File: src/rtl/vga_plot_scheduler.sv
// vga_plot_scheduler: round-robin arbiter that feeds square pixel blocks
// from several requesters, plus a full-screen clear, into one VGA adapter
// write port. All outputs are decoded from registered state only.
module vga_plot_scheduler #(
   parameter int N_REQ    = 3,
   parameter int BLK_LOG2 = 2
) (
   input  logic               clk,
   input  logic               resetn,
   input  logic [N_REQ-1:0]   req,
   input  logic [8*N_REQ-1:0] req_x,
   input  logic [7*N_REQ-1:0] req_y,
   input  logic [3*N_REQ-1:0] req_c,
   input  logic               clr_req,
   output logic               clr_done,
   output logic               plot,
   output logic [7:0]         x_out,
   output logic [6:0]         y_out,
   output logic [2:0]         c_out,
   output logic [N_REQ-1:0]   done,
   output logic               busy
);

   localparam int GW = (N_REQ > 1) ? $clog2(N_REQ) : 1;
   localparam int CW = 2 * BLK_LOG2;
   localparam logic [CW-1:0] CNT_LAST = '1;
   localparam logic [7:0] X_LAST = 8'd159;
   localparam logic [6:0] Y_LAST = 7'd119;

   typedef enum logic [1:0] {S_IDLE, S_BLOCK, S_CLEAR} state_t;

   state_t          state_q, state_d;
   logic [GW-1:0]   grant_q, grant_d;
   logic [CW-1:0]   cnt_q, cnt_d;
   logic [7:0]      bx_q, bx_d;
   logic [6:0]      by_q, by_d;
   logic [2:0]      bc_q, bc_d;
   logic [7:0]      clr_x_q, clr_x_d;
   logic [6:0]      clr_y_q, clr_y_d;

   logic            found;
   logic [GW-1:0]   winner;
   logic [GW:0]     rr_idx;
   logic [8:0]      sum_x;
   logic [7:0]      sum_y;

   // Round-robin search: scan indices starting just after the last grant.
   always_comb begin
      found  = 1'b0;
      winner = grant_q;
      rr_idx = '0;
      for (int i = 1; i <= N_REQ; i++) begin
         rr_idx = {1'b0, grant_q} + (GW+1)'(i);
         if (rr_idx >= (GW+1)'(N_REQ)) begin
            rr_idx = rr_idx - (GW+1)'(N_REQ);
         end
         if (!found && req[rr_idx[GW-1:0]]) begin
            found  = 1'b1;
            winner = rr_idx[GW-1:0];
         end
      end
   end

   // Next-state logic: clear beats block requests; running operations are never pre-empted.
   always_comb begin
      state_d = state_q;
      grant_d = grant_q;
      cnt_d   = cnt_q;
      bx_d    = bx_q;
      by_d    = by_q;
      bc_d    = bc_q;
      clr_x_d = clr_x_q;
      clr_y_d = clr_y_q;
      case (state_q)
         S_IDLE: begin
            if (clr_req) begin
               state_d = S_CLEAR;
               clr_x_d = '0;
               clr_y_d = '0;
            end else if (found) begin
               state_d = S_BLOCK;
               grant_d = winner;
               cnt_d   = '0;
               bx_d    = req_x[8*winner +: 8];
               by_d    = req_y[7*winner +: 7];
               bc_d    = req_c[3*winner +: 3];
            end
         end
         S_BLOCK: begin
            cnt_d = cnt_q + 1'b1;
            if (cnt_q == CNT_LAST) begin
               state_d = S_IDLE;
            end
         end
         S_CLEAR: begin
            if (clr_x_q == X_LAST) begin
               clr_x_d = '0;
               if (clr_y_q == Y_LAST) begin
                  clr_y_d = '0;
                  state_d = S_IDLE;
               end else begin
                  clr_y_d = clr_y_q + 1'b1;
               end
            end else begin
               clr_x_d = clr_x_q + 1'b1;
            end
         end
         default: state_d = S_IDLE;
      endcase
   end

   // State and datapath registers; reset leaves requester 0 next in line.
   always_ff @(posedge clk or negedge resetn) begin
      if (!resetn) begin
         state_q <= S_IDLE;
         grant_q <= GW'(N_REQ - 1);
         cnt_q   <= '0;
         bx_q    <= '0;
         by_q    <= '0;
         bc_q    <= '0;
         clr_x_q <= '0;
         clr_y_q <= '0;
      end else begin
         state_q <= state_d;
         grant_q <= grant_d;
         cnt_q   <= cnt_d;
         bx_q    <= bx_d;
         by_q    <= by_d;
         bc_q    <= bc_d;
         clr_x_q <= clr_x_d;
         clr_y_q <= clr_y_d;
      end
   end

   // Extra top bit catches wrap-around past the 8/7-bit coordinate range.
   assign sum_x = {1'b0, bx_q} + 9'(cnt_q[BLK_LOG2-1:0]);
   assign sum_y = {1'b0, by_q} + 8'(cnt_q[CW-1:BLK_LOG2]);

   // Output decode from registered state; off-screen block pixels are suppressed.
   always_comb begin
      plot     = 1'b0;
      x_out    = '0;
      y_out    = '0;
      c_out    = '0;
      done     = '0;
      clr_done = 1'b0;
      busy     = (state_q != S_IDLE);
      case (state_q)
         S_BLOCK: begin
            x_out = sum_x[7:0];
            y_out = sum_y[6:0];
            c_out = bc_q;
            plot  = !sum_x[8] && (sum_x[7:0] <= X_LAST) &&
                    !sum_y[7] && (sum_y[6:0] <= Y_LAST);
            if (cnt_q == CNT_LAST) begin
               done[grant_q] = 1'b1;
            end
         end
         S_CLEAR: begin
            x_out    = clr_x_q;
            y_out    = clr_y_q;
            plot     = 1'b1;
            clr_done = (clr_x_q == X_LAST) && (clr_y_q == Y_LAST);
         end
         default: ;
      endcase
   end

endmodule

File: config.mk
export PLATFORM = sky130hd
export DESIGN_NAME = vga_plot_scheduler
export DESIGN_NICKNAME = d
export VERILOG_FILES = /design/src/rtl/vga_plot_scheduler.sv
export SDC_FILE = /design/constraint.sdc
export NUM_CORES = 1
export LEC_CHECK = 0
export CAP_MARGIN = 20
export CORE_ASPECT_RATIO = 0.7
export CORE_MARGIN = 1.5
export CORE_UTILIZATION = 51
export CTS_BUF_LIST = sky130_fd_sc_hd__clkbuf_4 sky130_fd_sc_hd__clkbuf_8
export CTS_CLUSTER_SIZE = 12
export DETAILED_ROUTE_END_ITERATION = 16
export PLACE_DENSITY = 0.83
export SYNTH_ARGS = -nofsm -noshare
export SYNTH_HDL_FRONTEND = slang
export SYNTH_SLANG_ARGS = --single-unit
File: constraint.sdc
create_clock -name clk -period 3.1 [get_ports clk]
set_clock_uncertainty 0.05 [all_clocks]
set_input_delay 0.775 -clock clk [delete_from_list [all_inputs] [get_ports clk]]
set_output_delay 0.775 -clock clk [all_outputs]
set_load 0.02 [all_outputs]
==> flow_results.org, run 1 <==
** Floorplan
- Site row count :: 24
- Die area :: 6811 um2
- # IOs :: 84
- For this configuration, the core starts out at a cell density of 52.34%.
- After floorplanning, the core was sized to cover 6156 um2.
- Y dimension of the die :: 69.50 um
- Measured along the x axis, the die boundary spans 98 um.

** CTS
- TritonCTS clock tree :: built
- After clock tree synthesis, the clock-pin slew on the worst setup and hold paths is 90 ps.
- In this run, post-CTS hold repair placed 0 buffers.
- At the later pin of the worst-skew pair, clock insertion delay measures 300 ps.
- For this design, the sink count on the clock tree is 41.
- No sink is reached through more buffers than the 2 on the longest clock path.
- Total CTS buffers :: 5
- Cell chosen for the clock root :: clkbuf_8
- The clock tree synthesis step divided the H-tree into 2 levels.

** Synth
- Number of enable-type register cells in the synthesized netlist :: 0
- The cell count after synthesis came out at 387.
- During synthesis, Yosys emitted a total of 0 warnings.
- Netlist cell types :: 62
- After synthesis, flip-flops and latches occupy 31.88% of the total area.
- The most used flip-flop cell after synthesis is dfrtp_1.
- In this run the cell area of the synthesized design comes to 3222 um2.
- Asr flop ratio synth :: 100.0%
- Counting every net in the synthesized netlist gives 462.
- In this run, synthesis produced a sequential element count of 41.
- Average instance area after synthesis :: 8.325 um2

** Global routing
- Vias in the first global route :: 3305
- In this run the most used layer during global routing was met2.
- Met3 track demand over resource :: 6.754%
- Grt met2 use :: 46.51%
- Entering global routing, the biggest net connects 42 pins.
- For this run the aggregate overflow at the end of global routing stands at 0.
- GRT Resource Usage Total :: 27.19%
- Number of antenna violations at the first check in global routing :: 0
- The first global-routing pass estimated 15.06 mm of wire.
- For met1 alone, demand over resource in global routing was 34.72%.

** Power
- Net switching share of the total power :: 49.33%
- Max VDD drop :: 490.4 uV
- Net Switching :: 1827 uW
- Clock network power share :: 11.5%
- The analysis attributes to cell leakage a power of 0.001895 uW.
- Registers are responsible for 24.2% of the overall power.
- Combinational fraction of design power :: 64.3%
- Internal power :: 1876 uW
- For this design the ratio of total power to cell area is 850.8 nW/um2.

** Flow run
- Max-cap check violation count :: 0

** Worst hold path
- Min-Delay Path Class :: primary input to asynchronous set/reset pin

** STA
- Final-layout setup total negative slack :: 0 ps
- Slew at the pin closest to its max-slew limit :: 542.8 ps
- Setup repair after global routing could not meet its margin everywhere.
- Total count of hold-check failures in the final report :: 0
- For this run, the top clock speed supported by timing is 329.6 MHz.
- The worst path needs 3034 ps of the cycle, external delays included.
- Setup violations remaining at the end of the flow were counted as 0.
- Of the available clock period, the critical path in the final layout requires 97.87%.
- Headroom to the max-slew limit came out at 63.81%.
- The final max-slew violation count is 0.

** Routing
- Routed wire length per instance :: 16.51 um
- DRT antenna net count :: 0
- Drt pass-1 iters :: 5
- After detailed routing, the number of remaining DRC violations is 0.
- Detailed router's first-iteration violation count :: 307
- Via-to-Cell Ratio :: 6.093
- Detailed-route via count :: 3406
- The routed design has 9.228 mm of wire.

** Place
- Post-Place Cell Area :: 4204 um2
- Number of input and output port buffers inserted :: 83
- Counting tap cells, the placed design contains a total of 549 instances.
- Global placement routability congestion :: 0.8756
- The wire-length estimate of the detail-placed layout is 6.695 mm.

** Critical path
- STA classifies the critical path startpoint as a flop.
- STA puts the critical path data required time at 2270 ps.
- The setup path with the least slack is of type flop to output pin.
- CP cell instances :: ha_2 > inv_1 > fa_2 > nor2b_1 > nand2_1 > xnor2_1 > a22oi_1 > nor2_1 > clkdlybuf4s15_1
- Crit path largest cell delay :: 410 ps
- The slowest stage of the critical path belongs to the cell dfrtp_1.
- Worst EP arrival :: 2210 ps
- Maximum fanout encountered on the critical timing path :: 3
- STA classifies the critical path endpoint as an output pin.

** Layout
- The net count of the finished layout is 556.
- Core occupancy in the finished layout :: 70.71%
- In the final layout, the share of cells above drive strength 1 is 14.14%.
- The finished layout holds 559 standard cells, fillers aside.
- Leaving out fill and tap cells, the most frequent cells in the layout are nand2_1, clkdlybuf4s50_1, dfrtp_1.
- Number of antenna cells inserted :: 0
- With fillers left out, the area of the finished cells amounts to 4353 um2.
- Number of fill cells :: 478
- Leaving out fill and tap cells, the most frequent cell in the layout is nand2_1.
- Layout area overhead :: 35.11%

** Status
- Outcome :: complete, no violations
[repair_timing]
item	in CTS	in global routing
resized for setup	22	22
buffers inserted	1	1
pin swaps	0	5
setup endpoints to repair	15	9
[through the flow]
step                hold slack, ps  worst slack, ps  power (uW)
finish                       398.5            65.97        3704
global route                 427.9           -23.63        3976
CTS                          437.7           -112.5        3646
detailed placement           421.2           -77.22        3215
global placement             411.9           -45.61        3150
floorplan                    395.4            282.1        2566
[sequential cells by signal (all words and copies together), names as in the netlist]
signal	count
bx_q	8
clr_x_q	8
by_q	7
clr_y_q	7
cnt_q	4
bc_q	3
grant_q	2
state_q	2
[cell families after synthesis]
logic type | synth area share, %
and+or+nand+nor | 24.31
AOI/OAI and AO/OA | 26.49
DFF | 31.88
buffers and inverters | 5.747
adders and majority gates | 6.291
xor gates and xnor gates | 2.991
muxes | 2.291
[power groups by stage]
stage	Combinational [uW]	Clock [uW]	Sequential [uW]
6_report	2380	427	894
5_1_grt	2610	453	913
4_1_cts	2330	433	882
3_5_place_dp	2320	0	890
3_3_place_gp	2270	0	879
2_1_floorplan	1740	0	827
[metal layers]
layer / vias to the layer above / wire length, um
met5: - / 0
met4: 0 / 100
met3: 12 / 724
met2: 169 / 4492
met1: 1635 / 3911
li1: 1590 / -
[cell usage after synthesis, types with 3 or more instances]
cell | number | area, um2
nand2_1 | 81 | 304.0
dfrtp_1 | 40 | 1001
nor2_1 | 22 | 82.58
a32oi_1 | 19 | 166.4
a211o_1 | 17 | 148.9
inv_1 | 15 | 56.30
nand3_1 | 15 | 75.07
o21ai_0 | 15 | 75.07
a21oi_1 | 14 | 70.07
ha_1 | 13 | 162.7
nand2b_1 | 12 | 75.07
a22oi_1 | 11 | 82.58
buf_2 | 10 | 50.05
clkbuf_1 | 9 | 33.78
xnor2_1 | 8 | 70.07
a22o_1 | 6 | 52.55
and2_1 | 6 | 37.54
nand4_1 | 5 | 31.28
mux2i_1 | 4 | 40.04
nor2b_1 | 4 | 25.02
a32o_1 | 3 | 30.03
buf_6 | 3 | 33.78
mux2_2 | 3 | 33.78
nor3_1 | 3 | 15.01
xor2_1 | 3 | 26.28
[area by class of cell]
cell class              count  area [um2]  share of cell area, %
multi-input cells         307        2037                  46.80
flip-flops and latches     41        1027                  23.60
clock buffers               5       68.82                  1.581
inverters                  15       56.30                  1.293
repair buffers            111        1031                  23.69
clock inverters             2       35.03                 0.8048
well taps                  78       97.59                  2.242
[critical path: cells and delay by family (launching register included)]
| kind | cells | cell delay (ps) |
|---|---|---|
| buffers and inverters | 2 | 360 |
| AOI/OAI and AO/OA | 1 | 90 |
| xor gates and xnor gates | 1 | 160 |
| DFF | 1 | 410 |
| adders and majority gates | 2 | 550 |
| and+or+nand+nor | 3 | 350 |
[path summary, 6_finish.rpt]
path	depth (start not counted)	start	slack [ps]	to
min in group clk	2	bc_q[2]	440	bc_q[2]
worst min-delay path	1	resetn	400	grant_q[0]
max in group asynchronous	2	resetn	2090	bc_q[2]
worst min register to register	2	bc_q[2]	440	bc_q[2]
worst max register to register	9	grant_q[0]	370	bx_q[0]
worst max-delay path	9	cnt_q[2]	70	y_out[4]
No activity file was read; power rests on OpenSTA's default activity.
==> run 2: changes to the inputs <==
- CORE_ASPECT_RATIO: 0.7 -> 0.5
- PLACE_DENSITY: 0.83 -> not set
- PLACE_DENSITY_LB_ADDON: not set -> 0.12
==> run 2 against run 1 <==
Net effect:
- register-to-register slack improved by 60 ps
- total power increased by 3.4%
- count of clock-buffer cells in the layout increased by 2
- clock power increased by 9.8%
- non-clock buffer count increased by 4
- cell count increased by 2.7%
- sequential share of layout area decreased by 0.25 points
- hold slack improved by 46 ps
- flip-flop and latch count unchanged
- first-iteration DRC count decreased by 24%
- design area increased by 1.1%
- via count decreased by 3.9%
==> flow_results.org, run 2 (synthesis gave the netlist of run 1 again) <==
** Status
- The run finished with clean final reports.

** Flow run
- Max-cap violations in this run came to 0.

** CTS
- Clock net sink count :: 41
- In this run, post-CTS hold repair placed 0 buffers.
- Clock input transition at the sequential cells of the worst setup and hold paths :: 80 ps
- The clock reaches the later pin of the worst-skew pair after 310 ps.
- The clock tree synthesis step divided the H-tree into 2 levels.
- CTS placed an instance of clkbuf_8 at the clock tree root.
- Clock tree synthesis inserted a total of 5 buffers.
- TritonCTS clock tree :: built
- In this run the deepest clock path goes through 2 buffers.

** STA
- Setup repair after global routing could not meet its margin everywhere.
- Total count of hold-check failures in the final report :: 0
- Headroom to the max-slew limit came out at 35.94%.
- Part of the cycle the worst path needs :: 98.03%
- Final worst hold slack :: 444.4 ps
- Fin crit period :: 3039 ps
- Setup violations remaining at the end of the flow were counted as 0.
- At the pin with the least slew margin, the transition time is 960.8 ps.
- Static timing analysis puts the maximum clock frequency at 329.1 MHz.
- The final max-slew violation count is 0.

** Layout
- The layout has 490 filler cells.
- Number of antenna cells inserted :: 0
- Number of standard cells in the final layout excluding fillers :: 574
- Layout area overhead :: 36.54%
- Leaving out fill and tap cells, the most frequent cell in the layout is nand2_1.
- At the end of the flow, the number of nets in the layout was 560.
- Core occupancy in the finished layout :: 72.35%
- Commonest cells after routing, fill and taps aside :: nand2_1, clkdlybuf4s50_1, dfrtp_1
- Registers with the highest flip-flop counts :: bx_q (8), clr_x_q (8)
- Once layout is done, the placed cells without fillers occupy 4399 um2.
- Cells with a size suffix above 1 make up 15.43% of the layout.

** Floorplan
- Die area :: 6832 um2
- In this run the standard cell core region covers 6081 um2.
- X dimension of the die :: 115.4 um
- Y dimension of the die :: 59.20 um
- # IOs :: 84
- Once the floorplan was initialized, standard cells occupied 52.98% of the core.
- Site row count :: 20

** Worst hold path
- Sink of the worst hold path :: bc_q[0]
- In this run the most critical hold path is launched from bc_q[0].
- Worst Hold Depth :: 2
- Min-Delay Path Class :: flop to flop

** Global routing
- Wire length of the first global-routing pass :: 14.61 mm
- The number of global-route vias before repair was 3087.
- The initial antenna violation count was 0.
- For this run, the total global-route usage over all layers was measured as 27.63%.
- Entering global routing, the biggest net connects 42 pins.
- Total grt overflow :: 0

** Power
- Leak Pwr :: 0.001924 uW
- Total power for the finished layout comes to 3830 uW.
- IR analysis of the VDD net gives a maximum drop of 522.2 uV.
- For this design the ratio of total power to cell area is 870.7 nW/um2.

** Routing
- After detailed routing, the average wire length per cell comes to 15.59 um.
- DRC violation count after routing :: 0
- The first detailed-routing pass ran for 4 iterations.
- After detailed routing, the number of vias per cell comes to 5.704.
- Once detail routing completed, the nets flagged for antenna violations numbered 0.
- Total Wirelength :: 8.946 mm
- Detailed router's first-iteration violation count :: 232
- Across all layers, the routed design uses 3274 vias.

** Critical path
- Required time of the worst setup path :: 2270 ps
- The worst register-to-register path ends at by_q[3].
- Critical Path Start :: by_q[0]
- Maximum fanout encountered on the critical timing path :: 3
- The critical path is of the flop to output pin type.
- Logic depth of the worst register-to-register path :: 7
- Worst-case register-to-register setup slack :: 430 ps
- Crit path capture type :: output pin
- Crit Reg-Reg Startpoint :: grant_q[1]
- Worst EP arrival :: 2210 ps
- The worst setup path is launched from a flop.

** Place
- The congestion estimate from routability-driven global placement came to 0.8819.
- The number of placed instances, taps included, is 564.
- Number of input and output port buffers inserted :: 83
- The wire-length estimate of the detail-placed layout is 6.877 mm.
- Summing all placed instances gives a cell area of 4267 um2.
-- run 2: cell types whose count changed in the layout (fill, tap and decap cells not counted), sizes merged --
cell	previous run	this run
buf	33	37
clkbuf	6	9
clkdlybuf4s15	2	0
clkdlybuf4s50	68	67
clkinv	1	0
dlygate4sd2	6	8
-- run 2: worst max-delay path by stage --
| stage | to | slack [ps] | cells after the start |
|---|---|---|---|
| 6_report | plot | 60 | 10 |
| 5_1_grt | plot | -80 | 10 |
| 4_1_cts | plot | -8 | 9 |
| 3_5_place_dp | plot | -100 | 9 |
| 3_3_place_gp | plot | -30 | 7 |
| 2_1_floorplan | plot | 280 | 6 |
-- run 2: cell type report --
cell class | instances | area (um2) | area share (%)
Clock buffer | 7 | 90.09 | 2.048
Timing Repair Buffer | 115 | 1044 | 23.72
Tap cell | 88 | 110.1 | 2.503
Clock inverter | 1 | 30.03 | 0.6826
Sequential cell | 41 | 1027 | 23.35
Inverter | 15 | 56.30 | 1.280
Multi-Input combinational cell | 307 | 2042 | 46.42
-- run 2: through the flow --
step                worst slack (ps)  setup TNS [ps]
detailed placement            -97.98          -186.3
CTS                           -8.365          -8.365
global route                  -81.81          -123.8
floorplan                      282.1               0
global placement              -30.23          -30.23
finish                         60.99               0
-- run 2: worst max-delay path, stage by stage (launching register included) --
cell and delay (ps):
dfrtp_1 380, ha_2 190, inv_1 50, fa_2 340, nand2b_1 170, buf_4 150
nor3_2 110, o21ai_1 90, a21oi_1 200, nor3_2 70, buf_4 180
-- run 2: routing by layer --
metal | part of all wire, % | GRT usage (%) | vias up
li1 | - | - | 1597
met1 | 47 | 37.24 | 1572
met2 | 45 | 45.65 | 96
met3 | 6.7 | 6.442 | 9
met4 | 0.79 | 6.526 | 0
met5 | 0 | 0 | -
-- run 2: what timing repair did --
| item | 4_1_cts | 5_1_grt |
|---|---|---|
| setup buffers | 0 | 2 |
| gates resized for setup | 29 | 15 |
| gates cloned | 0 | 0 |
| setup endpoints to repair | 14 | 13 |
| pin swaps | 1 | 7 |
-- run 2: where the power goes --
group          total (uW)  internal, uW  switching (uW)
logic                2480          1030            1450
clock network         469           271             198
registers             881           703             177
